<file path="src/rtl/seven_seg_reader.sv">
// Decodes a glitch-filtered active-low 7-segment bus back to 4-bit digits.
// Digits go out through a 2-entry valid/ready FIFO; blank and illegal patterns are flagged.
module seven_seg_reader #(
  parameter int STABLE_CYCLES = 4,
  parameter int ERR_W         = 8
) (
  input  logic             clk,
  input  logic             reset,
  input  logic [6:0]       hex,
  output logic [3:0]       digit,
  output logic             digit_valid,
  input  logic             digit_ready,
  output logic             blank,
  output logic             err_pulse,
  output logic [ERR_W-1:0] err_count,
  output logic             overrun
);

  localparam int               CNT_W   = $clog2(STABLE_CYCLES + 1);
  localparam logic [CNT_W-1:0] CNT_MAX = CNT_W'(STABLE_CYCLES);
  localparam logic [6:0]       BLANK   = 7'b1111111;

  typedef enum logic {TRACK, HELD} state_t;

  logic [6:0]       r_hex_q;
  logic [CNT_W-1:0] r_run_cnt;
  logic [6:0]       r_settled_q;
  state_t           r_state;
  logic             r_err_pulse;
  logic [ERR_W-1:0] r_err_count;

  logic [3:0]       r_mem [2];
  logic             r_wr_ptr;
  logic             r_rd_ptr;
  logic [1:0]       r_count;
  logic             r_overrun;

  logic             w_legal;
  logic [3:0]       w_dec_digit;
  logic             w_settle;
  logic             w_is_blank;
  logic             w_push;
  logic             w_illegal_settle;
  logic             w_pop;
  logic             w_full;
  logic             w_wr_en;

  always_comb begin
    w_legal     = 1'b1;
    w_dec_digit = 4'd0;
    case (r_hex_q)
      7'b1000000: w_dec_digit = 4'd0;
      7'b1111001: w_dec_digit = 4'd1;
      7'b0100100: w_dec_digit = 4'd2;
      7'b0110000: w_dec_digit = 4'd3;
      7'b0011001: w_dec_digit = 4'd4;
      7'b0010010: w_dec_digit = 4'd5;
      7'b0000010: w_dec_digit = 4'd6;
      7'b1111000: w_dec_digit = 4'd7;
      7'b0000000: w_dec_digit = 4'd8;
      7'b0010000: w_dec_digit = 4'd9;
      default:    w_legal     = 1'b0;
    endcase
  end

  // Run length of the current sampled pattern, saturating at the settle threshold.
  always_ff @(posedge clk) begin
    if (reset) begin
      r_hex_q   <= BLANK;
      r_run_cnt <= '0;
    end else begin
      r_hex_q <= hex;
      if (hex != r_hex_q)
        r_run_cnt <= CNT_W'(1);
      else if (r_run_cnt != CNT_MAX)
        r_run_cnt <= r_run_cnt + CNT_W'(1);
    end
  end

  assign w_is_blank       = (r_hex_q == BLANK);
  assign w_settle         = (r_state == TRACK) && (r_run_cnt == CNT_MAX) && (r_hex_q != r_settled_q);
  assign w_push           = w_settle && w_legal;
  assign w_illegal_settle = w_settle && !w_legal && !w_is_blank;

  always_ff @(posedge clk) begin
    if (reset) begin
      r_state     <= TRACK;
      r_settled_q <= BLANK;
      r_err_pulse <= 1'b0;
      r_err_count <= '0;
    end else begin
      r_err_pulse <= 1'b0;
      case (r_state)
        TRACK: begin
          if (w_settle) begin
            r_settled_q <= r_hex_q;
            r_state     <= HELD;
            if (w_illegal_settle) begin
              r_err_pulse <= 1'b1;
              if (r_err_count != {ERR_W{1'b1}})
                r_err_count <= r_err_count + ERR_W'(1);
            end
          end
        end
        default: r_state <= TRACK;
      endcase
    end
  end

  // A full FIFO still accepts a push when the head is popped on the same edge.
  assign w_pop   = (r_count != 2'd0) && digit_ready;
  assign w_full  = (r_count == 2'd2);
  assign w_wr_en = w_push && (!w_full || w_pop);

  always_ff @(posedge clk) begin
    if (reset) begin
      r_wr_ptr  <= 1'b0;
      r_rd_ptr  <= 1'b0;
      r_count   <= 2'd0;
      r_overrun <= 1'b0;
    end else begin
      if (w_wr_en)
        r_wr_ptr <= ~r_wr_ptr;
      if (w_pop)
        r_rd_ptr <= ~r_rd_ptr;
      case ({w_wr_en, w_pop})
        2'b10:   r_count <= r_count + 2'd1;
        2'b01:   r_count <= r_count - 2'd1;
        default: r_count <= r_count;
      endcase
      if (w_push && w_full && !w_pop)
        r_overrun <= 1'b1;
    end
  end

  generate
    for (genvar gi = 0; gi < 2; gi++) begin : g_mem
      always_ff @(posedge clk) begin
        if (reset)
          r_mem[gi] <= 4'd0;
        else if (w_wr_en && (r_wr_ptr == 1'(gi)))
          r_mem[gi] <= w_dec_digit;
      end
    end
  endgenerate

  assign digit       = r_mem[r_rd_ptr];
  assign digit_valid = (r_count != 2'd0);
  assign blank       = (r_settled_q == BLANK);
  assign err_pulse   = r_err_pulse;
  assign err_count   = r_err_count;
  assign overrun     = r_overrun;

endmodule

</file>
<file path="config.mk">
export PLATFORM = sky130hd
export DESIGN_NAME = seven_seg_reader
export DESIGN_NICKNAME = d
export VERILOG_FILES = /design/src/rtl/seven_seg_reader.sv
export SDC_FILE = /design/constraint.sdc
export NUM_CORES = 1
export LEC_CHECK = 0
export CAP_MARGIN = 20
export CORE_MARGIN = 2
export CORE_UTILIZATION = 49
export CTS_CLUSTER_SIZE = 10
export DETAILED_ROUTE_END_ITERATION = 8
export PLACE_DENSITY = 0.75
export SYNTH_ARGS = -nofsm -noshare
export SYNTH_HDL_FRONTEND = slang
export SYNTH_SLANG_ARGS = --single-unit
</file>
<file path="constraint.sdc">
create_clock -name clk -period 2.09 [get_ports clk]
set_input_delay 0.3135 -clock clk [delete_from_list [all_inputs] [get_ports clk]]
set_output_delay 0.3135 -clock clk [all_outputs]
set_load 0.05 [all_outputs]
</file>
==> impl_metrics.toml, run 1 <==
[logic_synthesis]
synthArstFlopShare_pct = 0
synth_fp_nets = 238
syn_area_um2 = 2070
synth.distinct_cells = 49
yosysTopAreaCellShare_pct = 31.9
ys_seq_area_share_pct = 43.5
ys_seq_elements = 41
synth_edf_count = 8
ys_top_cells_by_area = "dfxtp_1 (32%), edfxtp_1 (12%), nor2_1 (6.7%)"
netlist_instances = 225
ys.flop_type = "dfxtp_1"
yosys.area.top_type = "dfxtp_1"
ys_warn_count = 0
syn_area_per_cell_um2 = 9.21

[worst_setup_path]
cp.arrival_ns = 2.05
worst_ep_required_time_ns = 2.08
cp_common_cell = "or3_4"
path_class = "reg2reg"
cp_cell_sequence = "or3_4 -> or3_4 -> o31a_4 -> a211oi_4 -> a21o_1"
worstSetupStartpoint = "r_hex_q[0]"
r2r_start = "r_hex_q[0]"
cp-start-kind = "flop"
path_max_fanout = 8
cp_slowest_cell = "or3_4"
cp-end-kind = "flop"
slowest_delay_ns = 0.39

[die]
io_pins = 26
die_y_um = 69.0
core_um2 = 4030
start_util_pct = 51.4
dieWidth_um = 69.0
rows = 23
die_area_um2 = 4760

[global_routing]
grt_max_degree = 23
grt_pass1_vias = 1644
grt_first_pass_wirelength_um = 7130
antenna_found_initial = 0
grt_use_total_pct = 17.8
grt_remaining_overflow = 0

[layout]
final_core_util_pct = 69.2
fin_nets = 293
fillers = 318
antenna_cells = 0
drive_gt1_share_pct = 31.3
area_growth_pct = 34.5

[power]
powerDensity_nw_per_um2 = 559
p_leak_nw = 1.13
irDropWorstVdd_uv = 656

[routing]
dr.pass1.iters = 6
routed_via_density = 5.30
drc = 0
vias = 1753
drtAntennaViolNets = 0
route.detailed.wl_per_inst_um = 13.7
drt-total-wl_um = 4530
drt-initial-drc-count = 125

[cts]
cts_buffers = 5
cts.reportedPaths.clkPinSlew_ns = 0.08
h-tree-depth = 2
clock_latency_ns = 0.29
cts.sinks = 41
hold_buffers = 0
cts_tree = "built"
cts_buffer_depth = 2
clk_root_buffer_cell = "clkbuf_8"

[job]
maxCapViolCount = 0

[worst_hold_path]
worstHoldPathType = "reg2reg"
min-delay-start = "overrun"

[timing]
max_freq_mhz = 486
grt_setup_unrepaired = "true"
period_share_pct = 98.4
setup_tns_ns = 0
hold_viol_final = 0
slew_headroom_pct = 64.9
slew_viol_final = 0
skew_ns = 0.00827
tightest_slew_ns = 0.527
min_period_ns = 2.06
setup_viol = 0

[place]
gp_congestion = 0.865
dpl.hpwl_um = 3100
portBuffers = 25

[run_status]
outcome = "finished, final reports clean"
## path summary, 6_finish.rpt
path / to / slack, ns / cells after the start
max: r_mem[0][2] / 0.03 / 5
min: overrun / 0.48 / 2
max reg2reg: r_mem[0][2] / 0.03 / 5
min reg2reg: overrun / 0.48 / 2
## state kept, by name, summed over array words and instances (netlist names), named ones only
name         flops
r_mem            8
err_count        8
r_count          2
r_state          1
r_wr_ptr         1
err_pulse        1
r_run_cnt        3
r_settled_q      7
r_rd_ptr         1
r_hex_q          7
overrun          1
## synth_stat cells, types with 2 or more instances
cell and number:
xnor2_1 6, and4_2 2, nand2_1 10, nand3_1 5, edfxtp_1 8, dfxtp_1 33
or3_1 6, or2_2 9, o21bai_1 7, nor2_1 37, nand4b_1 2, o31ai_1 2
xor2_1 13, ha_1 3, nand4_1 4, nor4_1 2, nor3_1 5, o21ai_0 7
buf_4 2, mux2i_1 2, a21o_1 3, buf_2 5, and4_1 2, mux2_2 4
a21oi_1 11, buf_6 2, clkbuf_1 4, inv_1 6, or4_1 3
## logic make-up (layout without fill, tap and decap cells)
kind of cell               after synthesis  in the layout  synth area share (%)
adders and majority gates                3              3                  1.81
AOI/OAI and AO/OA                       41             41                  14.3
buffers and inverters                   19             75                  4.83
DFF                                     41             41                  43.5
xor gates and xnor gates                19             19                  8.03
and+or+nand+nor                         96             96                  24.5
muxes                                    6              6                  3.14
## cell usage in the layout (no fill, tap or decap), drive strengths merged, types with 7 or more instances in the layout
| cell type | n |
|---|---|
| or3 | 7 |
| dfxtp | 33 |
| or2 | 9 |
| o21bai | 7 |
| a21oi | 12 |
| nor2 | 37 |
| nand2 | 10 |
| clkdlybuf4s50 | 20 |
| edfxtp | 8 |
| buf | 37 |
| o21ai | 8 |
| xor2 | 13 |
## stage by stage
| stage | instance area (µm²) | setup slack, ns | hold slack, ns | power (W) | cells |
|---|---|---|---|---|---|
| 2_1_floorplan | 2070 | 0.000572 | 0.417 | 0.000929 | 225 |
| 3_3_place_gp | 2520 | 0.00549 | 0.465 | 0.000985 | 316 |
| 3_5_place_dp | 2520 | -0.0242 | 0.464 | 0.000988 | 316 |
| 4_1_cts | 2680 | 0.00902 | 0.484 | 0.00156 | 326 |
| 5_1_grt | 2790 | -0.0532 | 0.542 | 0.00162 | 331 |
| 6_report | 2790 | 0.0344 | 0.477 | 0.00156 | 331 |
## report_power, final
group | internal, W | switching, W | leakage (nW)
Clock | 0.000303 | 0.000270 | 0.0500
Combinational | 0.0000807 | 0.0000701 | 0.726
Sequential | 0.000817 | 0.0000169 | 0.351
## critical path: cells and delay by family, from the launching register on
kind | cells | cell delay [ns]
compound gates | 3 | 0.65
simple gates | 2 | 0.76
flops | 1 | 0.37
## layer usage
layer	up-vias	share of wire (%)	track usage (%)
li1	902	-	-
met1	828	45	21.4
met2	19	51	32.2
met3	4	2.9	4.24
met4	0	0.88	3.92
met5	-	0	0
## repair_timing
item                                    4_1_cts  5_1_grt
setup buffers                                 2        5
pin swaps                                     6       13
endpoints found under the setup margin       12       28
resized for setup                            13       23
## final cells by class
| type | instances | area, µm² | area share, % |
|---|---|---|---|
| multi-input cells | 165 | 1140 | 40.8 |
| well taps | 50 | 62.6 | 2.24 |
| inverters | 6 | 22.5 | 0.808 |
| repair buffers | 61 | 539 | 19.3 |
| flip-flops and latches | 41 | 920 | 33.0 |
| clock inverters | 2 | 11.3 | 0.404 |
| clock buffers | 6 | 93.8 | 3.37 |
(Power assumes the default switching activity.)
==> run 2: changes to the inputs <==
Settings changed: SKIP_LAST_GASP set to 1.
==> results of run 2 <==
The final DEF is identical to that of run 1; final timing and power are the same.
==> run 3: changes to the inputs <==
Settings changed: CORE_MARGIN 2 to not set, CORE_UTILIZATION 49 to 55, PLACE_DENSITY 0.75 to 0.79.
Clock period 2.09 ns to 1.9 ns, I/O delays scaled along.
==> impl_metrics.toml, run 3 (synthesis gave the netlist of run 1 again) <==
[worst_setup_path]
worst_ep_required_time_ns = 1.89
cp.arrival_ns = 2.09
worstRegToRegCells = 5
r2r_end = "r_mem[1][0]"
cp-end-kind = "flop"
r2r_start = "r_hex_q[6]"
r2r_slack_ns = -0.20
path_class = "reg2reg"
cp-start-kind = "flop"
path_max_fanout = 7

[cts]
clk_root_buffer_cell = "clkbuf_8"
cts.reportedPaths.clkPinSlew_ns = 0.07
clock_latency_ns = 0.30
cts_buffers = 5
h-tree-depth = 2
cts.sinks = 41
cts_tree = "built"
hold_buffers = 0
cts_buffer_depth = 2

[timing]
slew_headroom_pct = 65.7
max_freq_mhz = 476
grt_setup_unrepaired = "true"
hold_viol_final = 0
setup_tns_ns = -2.29
skew_ns = 0.00738
tightest_slew_ns = 0.513
period_share_pct = 111
setup_viol = 17
min_period_ns = 2.10
setup_slack_ns = -0.201
slew_viol_final = 0
whs_ns = 0.488

[layout]
final_core_util_pct = 83.7
area_growth_pct = 40.1
antenna_cells = 0
design_area_um2 = 2900
layout_common_cells = "buf_4 (47), nor2_1 (37), dfxtp_1 (20)"
final_common_cell = "buf_4"
drive_gt1_share_pct = 40.2
fillers = 190
fin_nets = 299

[global_routing]
grt_first_pass_wirelength_um = 7620
grt_use_total_pct = 24.5
grt_remaining_overflow = 0
antenna_found_initial = 0
grt_pass1_vias = 1695
grt_max_degree = 26

[power]
p_leak_nw = 1.14
clkPwrFrac_pct = 32.4
internal_power_w = 0.00124
p_switching_w = 0.000392
powerDensity_nw_per_um2 = 563
seq_power_share_pct = 56.4
irDropWorstVdd_uv = 603
switching_share_pct = 24.0
pwr-share-comb_pct = 11.2

[place]
dpl.hpwl_um = 3100
gp_congestion = 0.859
portBuffers = 25
placed_area_um2 = 2600

[routing]
vias = 1874
route.detailed.wl_per_inst_um = 15.0
routed_via_density = 5.64
drt-initial-drc-count = 133
drc = 0
drtAntennaViolNets = 0
dr.pass1.iters = 4
drt-total-wl_um = 5000

[worst_hold_path]
min-delay-start = "overrun"
hold_end = "overrun"
hold_depth = 2
worstHoldPathType = "reg2reg"

[die]
die_area_um2 = 4020
io_pins = 26
core_um2 = 3470
start_util_pct = 59.7
rows = 21
die_y_um = 63.4
dieWidth_um = 63.4

[job]
maxCapViolCount = 0

[run_status]
violations = "negative setup slack"
outcome = "complete, but fails checks"
-- run 3: cell count changes in the layout (fill, tap and decap cells not counted), moves of 3 or more --
cell            change
a21oi_1             -4
a21oi_2             +3
buf_4              +13
buf_6               -3
dfxtp_1             -4
dlymetal6s2s_1      -4
xor2_1              -5
xor2_2              +5
-- run 3: worst max-delay path, stage by stage, from the launching register on --
cell and delay [ns]:
dfxtp_4 0.39, or3_4 0.38, or3_4 0.37, o31a_4 0.15, a211oi_4 0.26, a21o_1 0.25
-- run 3: how the worst max path moves through the flow --
stage / from / endpoint / slack [ns] / depth (start not counted)
6_report: r_hex_q[6] / r_mem[1][0] / -0.20 / 5
5_1_grt: r_hex_q[0] / r_mem[1][0] / -0.25 / 5
4_1_cts: r_hex_q[0] / r_mem[1][0] / -0.18 / 5
3_5_place_dp: r_hex_q[3] / r_mem[1][3] / -0.21 / 5
3_3_place_gp: r_hex_q[4] / r_mem[1][3] / -0.18 / 5
2_1_floorplan: r_hex_q[0] / r_mem[0][0] / -0.16 / 6
-- run 3: area by class of cell --
type	instances	area, µm²	area share [%]
Inverter	6	22.5	0.776
Sequential cell	41	930	32.0
Multi-Input combinational cell	165	1260	43.5
Timing Repair Buffer	67	552	19.0
Clock inverter	1	5.00	0.172
Clock buffer	6	72.6	2.50
Tap cell	46	57.6	1.98
-- run 3: what timing repair did --
item                                   CTS  global route
setup endpoints to repair               26            28
endpoints found under the hold margin    0             0
setup buffers                            1             4
gates resized for setup                 23            23
cloned                                   0             0
pin swaps                                6            20
-- run 3: metal layers --
layer | global-route usage [%] | routed length [µm] | vias to the layer above
li1 | - | - | 904
met4 | 10.8 | 127 | 0
met1 | 30.2 | 2160 | 917
met3 | 5.43 | 176 | 14
met2 | 40.6 | 2530 | 39
met5 | 0 | 0 | -
-- run 3: power groups by stage --
stage	clock network [W]	registers, W	logic, W
4_1_cts	0.000530	0.000919	0.000163
6_report	0.000530	0.000922	0.000183
2_1_floorplan	0	0.000923	0.000102
3_5_place_dp	0	0.000937	0.000153
3_3_place_gp	0	0.000936	0.000150
5_1_grt	0.000567	0.000923	0.000199
-- run 3: through the flow --
step	std cells	power (W)	setup slack, ns
6_report	332	0.00163	-0.201
5_1_grt	332	0.00169	-0.248
4_1_cts	329	0.00161	-0.181
3_5_place_dp	321	0.00109	-0.207
3_3_place_gp	321	0.00109	-0.183
2_1_floorplan	225	0.00103	-0.163
